### config.mk
export PLATFORM = sky130hd
export DESIGN_NAME = alu_core
export DESIGN_NICKNAME = d
export VERILOG_FILES = /design/src/rtl/alu_core.sv
export SDC_FILE = /design/constraint.sdc
export NUM_CORES = 1
export LEC_CHECK = 0
export CELL_PAD_IN_SITES_DETAIL_PLACEMENT = 1
export CELL_PAD_IN_SITES_GLOBAL_PLACEMENT = 1
export CORE_MARGIN = 8
export CORE_UTILIZATION = 44
export DETAILED_ROUTE_END_ITERATION = 12
export PLACE_DENSITY = 0.83
export SLEW_MARGIN = 0
export SYNTH_ARGS = -nofsm -noshare
export SYNTH_HDL_FRONTEND = slang
export SYNTH_SLANG_ARGS = --single-unit
### constraint.sdc
create_clock -name clk -period 0.85 [get_ports clk]
set_clock_uncertainty 0.1 [all_clocks]
set_input_delay 0.2125 -clock clk [delete_from_list [all_inputs] [get_ports clk]]
set_output_delay 0.2125 -clock clk [all_outputs]
set_load 0.05 [all_outputs]
### src/rtl/alu_core.sv
// Registered ALU with status flags: one-cycle latency and an async active-low reset.
// Define ALU_MULT_EN to build the multiplier for opcode 1000; without it that opcode yields 0.
module alu_core #(
  parameter int WIDTH = 16
) (
  input  logic             clk,
  input  logic             rst_n,
  input  logic [WIDTH-1:0] A,
  input  logic [WIDTH-1:0] B,
  input  logic [3:0]       Control,
  output logic [WIDTH-1:0] Answer,
  output logic             Zero,
  output logic             Carry,
  output logic             Overflow,
  output logic             Negative
);

  localparam int SW = (WIDTH > 1) ? $clog2(WIDTH) : 1;

  logic [SW-1:0]    shamt;
  logic [WIDTH:0]   ext;
  logic [WIDTH-1:0] answer_d, answer_q;
  logic             carry_d, carry_q;
  logic             overflow_d, overflow_q;
  logic             zero_q, negative_q;

  assign shamt = B[SW-1:0];

  always_comb begin
    ext        = '0;
    answer_d   = '0;
    carry_d    = 1'b0;
    overflow_d = 1'b0;
    unique case (Control)
      4'b0000: begin
        ext        = {1'b0, A} + {1'b0, B};
        answer_d   = ext[WIDTH-1:0];
        carry_d    = ext[WIDTH];
        overflow_d = (A[WIDTH-1] == B[WIDTH-1]) && (answer_d[WIDTH-1] != A[WIDTH-1]);
      end
      4'b0001: begin
        // The extra top bit of the widened difference is the borrow.
        ext        = {1'b0, A} - {1'b0, B};
        answer_d   = ext[WIDTH-1:0];
        carry_d    = ext[WIDTH];
        overflow_d = (A[WIDTH-1] != B[WIDTH-1]) && (answer_d[WIDTH-1] != A[WIDTH-1]);
      end
      4'b0010: answer_d = A & B;
      4'b0011: answer_d = A | B;
      4'b0100: answer_d = A ^ B;
      4'b0101: answer_d = ~A;
      4'b0110: answer_d = A << shamt;
      4'b0111: answer_d = A >> shamt;
      4'b1000: begin
`ifdef ALU_MULT_EN
        answer_d = A * B;
`else
        answer_d = '0;
`endif
      end
      4'b1001: answer_d = $signed(A) >>> shamt;
      4'b1010: begin
        ext        = {1'b0, A} + {{WIDTH{1'b0}}, 1'b1};
        answer_d   = ext[WIDTH-1:0];
        carry_d    = ext[WIDTH];
        overflow_d = !A[WIDTH-1] && answer_d[WIDTH-1];
      end
      4'b1011: begin
        ext        = {1'b0, A} - {{WIDTH{1'b0}}, 1'b1};
        answer_d   = ext[WIDTH-1:0];
        carry_d    = ext[WIDTH];
        overflow_d = A[WIDTH-1] && !answer_d[WIDTH-1];
      end
      4'b1100: answer_d = {{(WIDTH-1){1'b0}}, (A < B)};
      4'b1101: answer_d = {{(WIDTH-1){1'b0}}, ($signed(A) < $signed(B))};
      4'b1110: answer_d = ~(A & B);
      4'b1111: answer_d = B;
      default: answer_d = '0;
    endcase
  end

  always_ff @(posedge clk or negedge rst_n) begin
    if (!rst_n) begin
      answer_q   <= '0;
      zero_q     <= 1'b0;
      carry_q    <= 1'b0;
      overflow_q <= 1'b0;
      negative_q <= 1'b0;
    end else begin
      answer_q   <= answer_d;
      zero_q     <= (answer_d == '0);
      carry_q    <= carry_d;
      overflow_q <= overflow_d;
      negative_q <= answer_d[WIDTH-1];
    end
  end

  assign Answer   = answer_q;
  assign Zero     = zero_q;
  assign Carry    = carry_q;
  assign Overflow = overflow_q;
  assign Negative = negative_q;

endmodule

==> results of run 1 <==
==> metrics by stage <==
step / TNS [ps] / cells / worst slack (ps)
after floorplan: -27680 / 838 / -2330
after global placement: -45240 / 1320 / -3090
after detailed placement: -53100 / 1320 / -3480
==> cells by family after synthesis <==
| kind of cell | Yosys count | share of synthesized area (%) |
|---|---|---|
| compound gates | 288 | 32.7 |
| simple gates | 264 | 22.4 |
| buf+inv | 133 | 9.45 |
| mux | 58 | 13.4 |
| fa+ha+maj | 55 | 11.3 |
| xor+xnor | 21 | 2.97 |
| flops | 19 | 7.67 |
==> impl_metrics.json, run 1 <==
{
  "outcome": "aborted with a tool error",
  "stop_stage": "4_1_cts",
  "toolErrorMsg": "[ERROR DPL-0033] detailed placement checks failed during check placement.",
  "synth_enable_flop_cells": 0,
  "place_area_sq_um": 9680,
  "yosysUniqueCellTypes": 87,
  "h-tree-depth": 1,
  "syn_nets": 931,
  "post_cts_buffers": 76,
  "post_cts_resized": 363,
  "start_util_pct": 44.8,
  "yosysMostFrequentCell": "nand2_1",
  "cts_buffer_depth": 2,
  "synth_warnings": 0,
  "ioPinCount": 58,
  "ys_seq_area_share_pct": 7.67,
  "syn_area_per_cell_sq_um": 7.40,
  "ys_top_cells_by_count": "nand2_1, a21oi_1, nor2_1",
  "ys_seq_elements": 19,
  "cts.root.buffer_cell": "clkbuf_16",
  "dpl.hpwl_microns": 36500,
  "synth_top_area_share_pct": 10.7,
  "ys_async_sr_fraction_pct": 100,
  "clkSinkCount": 19,
  "place_congestion": 1.13,
  "synth_cells": 838,
  "synth_area_sq_um": 6200,
  "synth_top_area_cell": "ha_1",
  "synth_ff_type": "dfrtp_1",
  "num_rows": 43,
  "die_h_microns": 135,
  "cts_hold_buf": 0,
  "port-buffer-count": 57,
  "die_w_microns": 135,
  "synth.area.top_cells": "ha_1, dfrtp_1, mux4_2",
  "numCtsBuffers": 3
}
==> inputs of run 2 (changes only) <==
==> config.mk (replaced) <==
export PLATFORM = sky130hd
export DESIGN_NAME = alu_core
export DESIGN_NICKNAME = d
export VERILOG_FILES = /design/src/rtl/alu_core.sv
export SDC_FILE = /design/constraint.sdc
export NUM_CORES = 1
export LEC_CHECK = 0
export CORE_MARGIN = 8
export CORE_UTILIZATION = 40
export DETAILED_ROUTE_END_ITERATION = 12
export PLACE_DENSITY_LB_ADDON = 0.15
export SLEW_MARGIN = 0
export SYNTH_ARGS = -nofsm -noshare
export SYNTH_HDL_FRONTEND = slang
export SYNTH_SLANG_ARGS = --single-unit
==> impl_metrics.json, run 2 <==
{
  "num_rows": 45,
  "syn_area_per_cell_sq_um": 7.40,
  "layout_setup_ws_ps": -2410,
  "die_area_sq_um": 19700,
  "arrival_ps": 3320,
  "critical_path_class": "in -> reg",
  "outcome": "complete, but fails checks",
  "port-buffer-count": 57,
  "fp.coreArea_sq_um": 15100,
  "die_w_microns": 140,
  "wire_per_inst_microns": 26.2,
  "violations": "setup timing",
  "ys_seq_elements": 19,
  "grt_pass1_wl_microns": 54700,
  "crit_chain": "buf_12 -> inv_6 -> or4_4 -> nor3_4 -> and3_4 -> ha_4 -> mux2_4 -> o32ai_2 -> a2111oi_2 -> and3b_2 -> o2111ai_2 -> o32a_1 -> or4_4 -> nor4b_4",
  "ys_top_cells_by_count": "nand2_1, a21oi_1, nor2_1",
  "clk_pin_slew_ps": 50,
  "drt_iter0_drc": 1047,
  "numCtsBuffers": 3,
  "finalMaxSlewViolations": 0,
  "powerDensity_nw_per_um2": 872,
  "cts_buffer_depth": 2,
  "worst_pin_slew_ps": 1010,
  "num_vias": 9484,
  "cp-startpoint": "A[9]",
  "synth_cells": 838,
  "clkSinkCount": 19,
  "layout.nets": 1334,
  "cp_common_cell": "or4_4",
  "syn_nets": 931,
  "startpoint_type": "input port",
  "crit_slowest_cell": "or4_4",
  "final_cell_mix": "buf_4, buf_6, nand2_1, nor2_1, a21oi_1",
  "crit_path_max_incr_delay_ps": 550,
  "cts_tree": "done",
  "cts.root.buffer_cell": "clkbuf_16",
  "rsz0062_at_grt": "yes",
  "setup-violations-final": 39,
  "relSlewSlack_pct": 32.2,
  "grtUsageTotal_pct": 35.5,
  "final-hold-violation-count": 0,
  "period_minus_slack_ps": 3260,
  "ys_seq_area_share_pct": 7.67,
  "final_common_cell": "buf_4",
  "wl_microns": 37500,
  "worstPathMaxFanout": 4,
  "die_h_microns": 140,
  "drt_pass1_iterations": 8,
  "final_util_pct": 79.2,
  "crit_path_end": "Zero$_DFF_PN0_",
  "synth.area.top_cells": "ha_1, dfrtp_1, mux4_2",
  "ioPinCount": 58,
  "drive_gt1_share_pct": 61.0,
  "min_period_over_period_pct": 384,
  "synth_top_area_cell": "ha_1",
  "overflow": 0,
  "largest_register_ffs": 16,
  "start_util_pct": 40.9,
  "antenna_found_initial": 1,
  "synth_enable_flop_cells": 0,
  "synth_ff_type": "dfrtp_1",
  "place_ws_ps": -3330,
  "yosysMostFrequentCell": "nand2_1",
  "grt_pass1_vias": 9403,
  "dpl.hpwl_microns": 27200,
  "ys_async_sr_fraction_pct": 100,
  "endpoint_kind": "register",
  "synth_warnings": 0,
  "synth_area_sq_um": 6200,
  "antenna_left": 0,
  "drc": 0,
  "finalPower_mw": 10.5,
  "h-tree-depth": 1,
  "maxCapViolCount": 0,
  "cts_hold_buf": 0,
  "ir_drop_v": 0.000807,
  "fmax_mhz": 307,
  "grt_max_degree": 25,
  "diodes": 0,
  "synth_top_area_share_pct": 10.7,
  "p_leak_nw": 5.11,
  "syn_to_final_growth_pct": 93.5,
  "hold_path.class": "in -> async",
  "place_congestion": 1.07,
  "yosysUniqueCellTypes": 87,
  "routed_via_density": 6.64,
  "critical_path_required_ps": 910
}
[run 2: worst min-delay path by stage]
stage | depth (start not counted) | slack, ps | start | to
floorplan | 0 | -180 | rst_n | Answer[0]$_DFF_PN0_
global placement | 2 | 470 | rst_n | Answer[2]$_DFF_PN0_
detailed placement | 2 | 470 | rst_n | Answer[3]$_DFF_PN0_
CTS | 2 | 210 | rst_n | Answer[11]$_DFF_PN0_
global route | 2 | 210 | rst_n | Answer[3]$_DFF_PN0_
finish | 2 | 200 | rst_n | Answer[1]$_DFF_PN0_
[run 2: area by class of cell]
| cell class | count | area [sq um] |
|---|---|---|
| multi-input cells | 686 | 6620 |
| repair buffers | 478 | 4290 |
| fillers | 970 | 3150 |
| flip-flops and latches | 19 | 498 |
| inverters | 53 | 272 |
| well taps | 188 | 235 |
| clock buffers | 3 | 75.1 |
| clock inverters | 1 | 5.00 |
[run 2: logic make-up (layout without fill, tap and decap cells)]
logic type / count (synthesis) / after routing / synth area share [%]
AOI/OAI and AO/OA: 288 / 288 / 32.7
and+or+nand+nor: 264 / 264 / 22.4
buffers and inverters: 133 / 535 / 9.45
muxes: 58 / 58 / 13.4
adders and majority gates: 55 / 55 / 11.3
xor gates and xnor gates: 21 / 21 / 2.97
DFF: 19 / 19 / 7.67
[run 2: worst max-delay path, delay by kind of cell]
family	cells	cell delay [ps]
compound gates	4	710
buf+inv	2	120
mux	1	140
simple gates	6	2010
fa+ha+maj	1	130
[run 2: stage by stage]
stage	std cells	TNS [ps]	hold WS (ps)	cell area, sq um
floorplan	838	-27680	-183	6740
global placement	1355	-45260	469	9880
detailed placement	1355	-46370	469	9880
CTS	1412	-36510	211	11400
global route	1428	-37330	213	12000
finish	1428	-36260	202	12000
[run 2: where the power goes]
group          total (mW)  internal, mW  switching [mW]
sequential           1.19          1.07           0.120
combinational        8.29          4.05            4.24
clock               0.984         0.632           0.353
total                10.5          5.75            4.71
[run 2: what timing repair did]
item | 4_1_cts | 5_1_grt
gates resized for setup | 327 | 149
setup buffers | 53 | 24
pin swaps | 87 | 67
setup endpoints to repair | 39 | 39
cloned | 4 | 0
[run 2: metal layers]
metal / global-route usage, % / vias up / share of wire [%]
met1: 42.1 / 4503 / 37
met3: 9.72 / 246 / 11
li1: - / 4004 / -
met2: 56.4 / 731 / 44
met4: 21.3 / 0 / 7.6
met5: 0 / - / 0
No activity file was read; power rests on OpenSTA's default activity.
